$ cat config.mk
export PLATFORM = sky130hd
export DESIGN_NAME = fwd_hazard_ctrl
export DESIGN_NICKNAME = d
export VERILOG_FILES = /design/src/rtl/fwd_hazard_ctrl.sv
export SDC_FILE = /design/constraint.sdc
export NUM_CORES = 1
export LEC_CHECK = 0
export CAP_MARGIN = 20
export CORE_MARGIN = 2
export CORE_UTILIZATION = 55
export CTS_BUF_LIST = sky130_fd_sc_hd__clkbuf_16
export DETAILED_ROUTE_END_ITERATION = 8
export PLACE_DENSITY = 0.86
export SLEW_MARGIN = 20
export SYNTH_ARGS = -nofsm -noshare
export SYNTH_HDL_FRONTEND = slang
export SYNTH_SLANG_ARGS = --single-unit
export TNS_END_PERCENT = 30
$ cat constraint.sdc
create_clock -name clk -period 7.4 [get_ports clk]
set_clock_uncertainty 0.2 [all_clocks]
set_input_delay 2.22 -clock clk [delete_from_list [all_inputs] [get_ports clk]]
set_output_delay 2.22 -clock clk [all_outputs]
set_load 0.02 [all_outputs]
$ cat src/rtl/fwd_hazard_ctrl.sv
// Operand-forwarding select generator for the EXE stage.
// A shadow pipeline (EX and MEM slots) tracks the destination registers of
// in-flight instructions. The decode instruction's sources are compared
// against these slots. The resulting select codes are registered, so they
// line up with the ID/EX pipeline register outputs.
// Select codes: 0=regfile, 1=MEM result, 2=WB result, 3=MEM result2, 4=WB result2.
module fwd_hazard_ctrl #(
  parameter int REG_AW = 5,
  parameter int CNT_W  = 16
) (
  input  logic              clk,
  input  logic              rst,
  input  logic              id_valid,
  input  logic              id_complex,
  input  logic [REG_AW-1:0] id_rs,
  input  logic [REG_AW-1:0] id_rt,
  input  logic [REG_AW-1:0] id_rs3,
  input  logic [REG_AW-1:0] id_rs4,
  input  logic [REG_AW-1:0] id_st,
  input  logic [REG_AW-1:0] id_st2,
  input  logic [5:0]        id_use,
  input  logic [REG_AW-1:0] id_rd,
  input  logic [REG_AW-1:0] id_rd2,
  input  logic              id_we,
  input  logic              id_we2,
  input  logic              id_mem_read,
  input  logic              flush,
  output logic              stall,
  output logic [1:0]        alu_input1_sel,
  output logic [1:0]        alu_input2_sel,
  output logic [1:0]        store_val_sel,
  output logic [2:0]        alu_input1_sel_C,
  output logic [2:0]        alu_input2_sel_C,
  output logic [2:0]        alu_input3_sel_C,
  output logic [2:0]        alu_input4_sel_C,
  output logic [2:0]        store_val_sel_C,
  output logic [2:0]        store_val2_sel,
  output logic [CNT_W-1:0]  stall_count
);

  // Shadow slot for the instruction currently in EX
  logic              ex_valid_q, ex_we_q, ex_we2_q, ex_mr_q;
  logic [REG_AW-1:0] ex_rd_q, ex_rd2_q;
  // Shadow slot for the instruction currently in MEM
  logic              mem_valid_q, mem_we_q, mem_we2_q, mem_mr_q;
  logic [REG_AW-1:0] mem_rd_q, mem_rd2_q;

  logic [17:0]       cplx_sel_q, cplx_sel_d;
  logic [5:0]        simp_sel_q, simp_sel_d;
  logic [CNT_W-1:0]  cnt_q, cnt_d;

  // Source index per slot: rs, rt, rs3, rs4, st, st2 (matches id_use bit order)
  logic [REG_AW-1:0] src [6];
  assign src[0] = id_rs;
  assign src[1] = id_rt;
  assign src[2] = id_rs3;
  assign src[3] = id_rs4;
  assign src[4] = id_st;
  assign src[5] = id_st2;

  logic [17:0] cplx_code;   // 3 bits per source
  logic [11:0] simp_code;   // 2 bits per source
  logic [5:0]  lu_hit;      // source needs the EX-slot rd

  generate
    for (genvar gi = 0; gi < 6; gi++) begin : g_src
      logic       live;
      logic       ex_hit_rd, ex_hit_rd2, mem_hit_rd, mem_hit_rd2;
      logic [2:0] c_code;
      logic [1:0] s_code;

      // Register 0 is hardwired, so it never forwards
      assign live        = id_use[gi] && (src[gi] != '0);
      assign ex_hit_rd   = live && ex_valid_q  && ex_we_q   && (src[gi] == ex_rd_q);
      assign ex_hit_rd2  = live && ex_valid_q  && ex_we2_q  && (src[gi] == ex_rd2_q);
      assign mem_hit_rd  = live && mem_valid_q && mem_we_q  && (src[gi] == mem_rd_q);
      assign mem_hit_rd2 = live && mem_valid_q && mem_we2_q && (src[gi] == mem_rd2_q);

      // Priority select: the youngest producer wins; EX becomes MEM and MEM becomes WB on issue
      always_comb begin
        c_code = 3'd0;
        s_code = 2'd0;
        if (ex_hit_rd)        c_code = 3'd1;
        else if (ex_hit_rd2)  c_code = 3'd3;
        else if (mem_hit_rd)  c_code = 3'd2;
        else if (mem_hit_rd2) c_code = 3'd4;
        if (ex_hit_rd)        s_code = 2'd1;
        else if (mem_hit_rd)  s_code = 2'd2;
      end

      assign cplx_code[gi*3 +: 3] = c_code;
      assign simp_code[gi*2 +: 2] = s_code;
      assign lu_hit[gi]           = live && (src[gi] == ex_rd_q);
    end
  endgenerate

  // A load in EX cannot forward in time; hold decode one cycle. Flush overrides.
  assign stall = id_valid && !flush && ex_valid_q && ex_mr_q && ex_we_q && (|lu_hit);

  // Next values of the select registers and the saturating stall counter
  always_comb begin
    cplx_sel_d = 18'd0;
    simp_sel_d = 6'd0;
    if (!flush && !stall && id_valid) begin
      cplx_sel_d = cplx_code;
      simp_sel_d = {simp_code[9:8], simp_code[3:2], simp_code[1:0]};
    end
    cnt_d = cnt_q;
    if (stall && (cnt_q != '1)) cnt_d = cnt_q + CNT_W'(1);
  end

  // Advance the shadow pipeline and capture the select codes
  always_ff @(posedge clk or posedge rst) begin
    if (rst) begin
      ex_valid_q  <= 1'b0;
      ex_we_q     <= 1'b0;
      ex_we2_q    <= 1'b0;
      ex_mr_q     <= 1'b0;
      ex_rd_q     <= '0;
      ex_rd2_q    <= '0;
      mem_valid_q <= 1'b0;
      mem_we_q    <= 1'b0;
      mem_we2_q   <= 1'b0;
      mem_mr_q    <= 1'b0;
      mem_rd_q    <= '0;
      mem_rd2_q   <= '0;
      cplx_sel_q  <= 18'd0;
      simp_sel_q  <= 6'd0;
      cnt_q       <= '0;
    end else begin
      mem_valid_q <= ex_valid_q;
      mem_we_q    <= ex_we_q;
      mem_we2_q   <= ex_we2_q;
      mem_mr_q    <= ex_mr_q;
      mem_rd_q    <= ex_rd_q;
      mem_rd2_q   <= ex_rd2_q;
      if (flush || stall) begin
        ex_valid_q <= 1'b0;
        ex_we_q    <= 1'b0;
        ex_we2_q   <= 1'b0;
        ex_mr_q    <= 1'b0;
        ex_rd_q    <= '0;
        ex_rd2_q   <= '0;
      end else begin
        ex_valid_q <= id_valid;
        ex_we_q    <= id_we;
        ex_we2_q   <= id_we2;
        ex_mr_q    <= id_mem_read;
        ex_rd_q    <= id_rd;
        ex_rd2_q   <= id_rd2;
      end
      cplx_sel_q <= cplx_sel_d;
      simp_sel_q <= simp_sel_d;
      cnt_q      <= cnt_d;
    end
  end

  assign alu_input1_sel   = simp_sel_q[1:0];
  assign alu_input2_sel   = simp_sel_q[3:2];
  assign store_val_sel    = simp_sel_q[5:4];
  assign alu_input1_sel_C = cplx_sel_q[2:0];
  assign alu_input2_sel_C = cplx_sel_q[5:3];
  assign alu_input3_sel_C = cplx_sel_q[8:6];
  assign alu_input4_sel_C = cplx_sel_q[11:9];
  assign store_val_sel_C  = cplx_sel_q[14:12];
  assign store_val2_sel   = cplx_sel_q[17:15];
  assign stall_count      = cnt_q;

  // id_complex does not change select generation; the EXE stage picks the set
  logic unused_ok;
  assign unused_ok = id_complex ^ mem_mr_q;

endmodule

==> out/metrics.cfg, run 1 <==
[global_routing]
antenna_found_initial = 0
grt_max_degree = 68
grt_pass1_vias = 3338
grt_first_pass_wirelength_mm = 16.8
grt_overflow = 0
grt_usage_pct = 26.4

[critical_path]
crit_chain = clkdlybuf4s50_1 > or4_1 > o211ai_1 > nor2_1 > a211oi_2 > and2_1 > nor2_1 > clkdlybuf4s50_1
r2r-start = ex_rd_q[4]
path_delay_family = buffers and inverters
path_max_fanout = 5
path_class = in -> out
slowest_stage = clkdlybuf4s50_1
critical_path_buf_inv_count = 2
max_stage_delay_ps = 550
startpoint_type = input port
end_kind = primary output
arrival_ps = 4700
critPathLaunch = id_rs3[2]
required_ps = 4980

[finish]
drive_above_1_share_pct = 11.2
final_cell_count_no_fill = 598
seq_area_um2 = 1680
fill_cells = 502
nets = 549
syn_to_final_growth_pct = 29.1
multi_input_area_um2 = 2250
final_area_um2 = 5420
diodes = 0

[timing]
setup_viol_count_final = 0
worstMarginPinSlew_ps = 1010
finalSetupTns_ps = 0
finalCriticalPeriod_ps = 7120
rsz0062_at_grt = no
min_period_over_period_pct = 96.2
hold_viol = 0
worst_slack_ps = 279
relSlewSlack_pct = 32.4
timing.fmax_ghz = 0.140
slew_violations = 0

[synth]
yosysWarnings = 0
synthArstFlopShare_pct = 100
synth-simple-area-share_pct = 20.1
synth_xor_xnor_area_share_pct = 27.8
synth_cell_types = 48
yosysSeqAreaShare_pct = 40.0
synth.largest_area_cell = dfrtp_1
syn-cell-area_um2 = 4200
synth_top_area_share_pct = 40.0
synth_compound_area_share_pct = 4.65
synth_top_family_by_area = XOR/XNOR gates
ys_ff_latch = 67
synthFlopType = dfrtp_1
avgSynthCellArea_um2 = 9.85
synth_adder_area_share_pct = 0.298
yosysMostFrequentCell = xnor2_1
syn-instance-count = 426
synthTopCellsByCount = xnor2_1 (86), dfrtp_1 (67), xor2_1 (47)
synth_mux_area_share_pct = 0.805
synth_edf_count = 0
syn_nets = 481
yosys-top-cells-area = dfrtp_1 (40%), xnor2_1 (18%), xor2_1 (9.8%), and2_1 (3.0%), clkbuf_1 (2.9%)

[placed_design]
numPlacedInstances = 582
dp_hpwl_mm = 7.45
place_area_um2 = 5150
io_buffers = 93
gp_congestion = 0.947
place_ws_ps = 301

[clock_tree]
cts-root-buf = clkbuf_16
clk_path_buf_depth = 2
cts_buffers = 9
clk_latency_ps = 340
post_cts_buffers = 0
cts_hold_buf = 0
path_clk_slew_ps = 50
cts_sinks = 67
ctsHtreeMaxLevel = 3
cts_tree = built
ctsResizeCount = 0

[run]
cap_viol_max_count = 0

[floorplan]
core_um2 = 7330
dieArea_um2 = 8340
ioPinCount = 95
die_y_um = 91.4
rows = 31
dieWidth_um = 91.4
start_util_pct = 57.2

[power]
ir_drop_mv = 0.123
swShare_pct = 26.4
seq_power_share_pct = 43.4
switchingPower_mw = 0.241
power_frac_comb_pct = 14.8
power_leakage_nw = 2.12
pwr-share-clk_pct = 41.8
power_mw = 0.915
p_int_mw = 0.674
p_per_area_nw_per_um2 = 169

[drt]
dr.pass1.iters = 4
via_per_inst = 5.48
wl_per_cell_um = 17.1
post-route-drc-count = 0
routed-via-count = 3278
ant_nets = 0
drtIter0Drc = 189
wirelength_mm = 10.2

[worst_hold_path]
hold_path_class = reg -> reg
hold_path_startpoint = ex_we_q

[status]
outcome = finished, final reports clean

==> path summary, 6_finish.rpt <==
path	end	slack, ps	depth (start not counted)
max	stall	280	8
min	mem_we_q	170	0
max reg2reg	stall_count[15]	4310	8
min reg2reg	mem_we_q	170	0
max in group asynchronous	cplx_sel_q[13]	4240	3
min in group asynchronous	cplx_sel_q[1]	2240	3
==> cell usage in the layout, fill, tap and decap left out, drive strengths merged, types with 2 or more instances in the layout <==
master / n
clkdlybuf4s50: 93
xnor2: 86
dfrtp: 67
xor2: 47
and2: 20
buf: 20
nand4: 19
nand3: 18
nand2: 16
or4: 13
nor4: 13
nor2: 12
nor3: 10
clkbuf: 9
o21ai: 7
a21oi: 6
inv: 5
clkinv: 4
mux2: 3
nor3b: 3
clkinvlp: 3
a211oi: 3
and4: 3
nor4b: 3
o211ai: 2
nor2b: 2
==> stage by stage <==
step / utilization (%) / hold WS (ps)
2_1_floorplan: - / 147
3_3_place_gp: 70.2 / 152
3_5_place_dp: 70.2 / 163
4_1_cts: 73.9 / 175
5_1_grt: 73.9 / 188
6_report: 73.9 / 172
==> final cells by class <==
class	count	share of cell area (%)
Clock inverter	7	0.831
Clock buffer	9	4.16
Tap cell	99	2.29
Sequential cell	67	30.9
Inverter	5	0.346
Multi-Input combinational cell	298	41.5
Timing Repair Buffer	113	19.9
==> layer usage <==
metal	share of wire [%]	GRT usage, %
met5	0	0
met1	41	32.7
met4	3.3	13.6
met3	5.6	5.89
met2	50	43.4
==> power groups by stage <==
stage	Clock (mW)	Sequential, mW	Combinational (mW)
after floorplan	0	0.384	0.106
after global placement	0	0.402	0.130
after detailed placement	0	0.402	0.134
after CTS	0.384	0.396	0.136
after global routing	0.400	0.397	0.149
final	0.382	0.397	0.136
==> state kept, by name (all words and copies together) (netlist names), 5 cells and up <==
register / count
ex_rd_q: 5
simp_sel_q: 6
mem_rd_q: 5
stall_count: 16
mem_rd2_q: 5
cplx_sel_q: 18
ex_rd2_q: 5
==> worst reg2reg max path: stages (launching register included) <==
cell and delay [ps]:
dfrtp_1 660, xnor2_1 180, nand3_1 90, nor4_1 350
buf_4 190, nor3_2 50, a21oi_1 800, nand4b_1 270
xnor2_1 240
==> cells by family after synthesis <==
logic type      count (synthesis)
simple gates                  138
mux                             3
flops                          67
buf+inv                        61
xor+xnor                      133
fa+ha+maj                       1
compound gates                 23
Power figures use the tool's default switching activity.
==> run 2: changes to the inputs <==
--- a/config.mk
+++ b/config.mk
@@ -9,7 +9,9 @@
 export CORE_MARGIN = 2
 export CORE_UTILIZATION = 55
 export CTS_BUF_LIST = sky130_fd_sc_hd__clkbuf_16
+export CTS_CLUSTER_DIAMETER = 40
 export DETAILED_ROUTE_END_ITERATION = 8
+export GPL_TIMING_DRIVEN = 1
 export PLACE_DENSITY = 0.86
 export SLEW_MARGIN = 20
 export SYNTH_ARGS = -nofsm -noshare
==> results of run 2 <==
The final DEF is identical to that of run 1; final timing and power are the same.
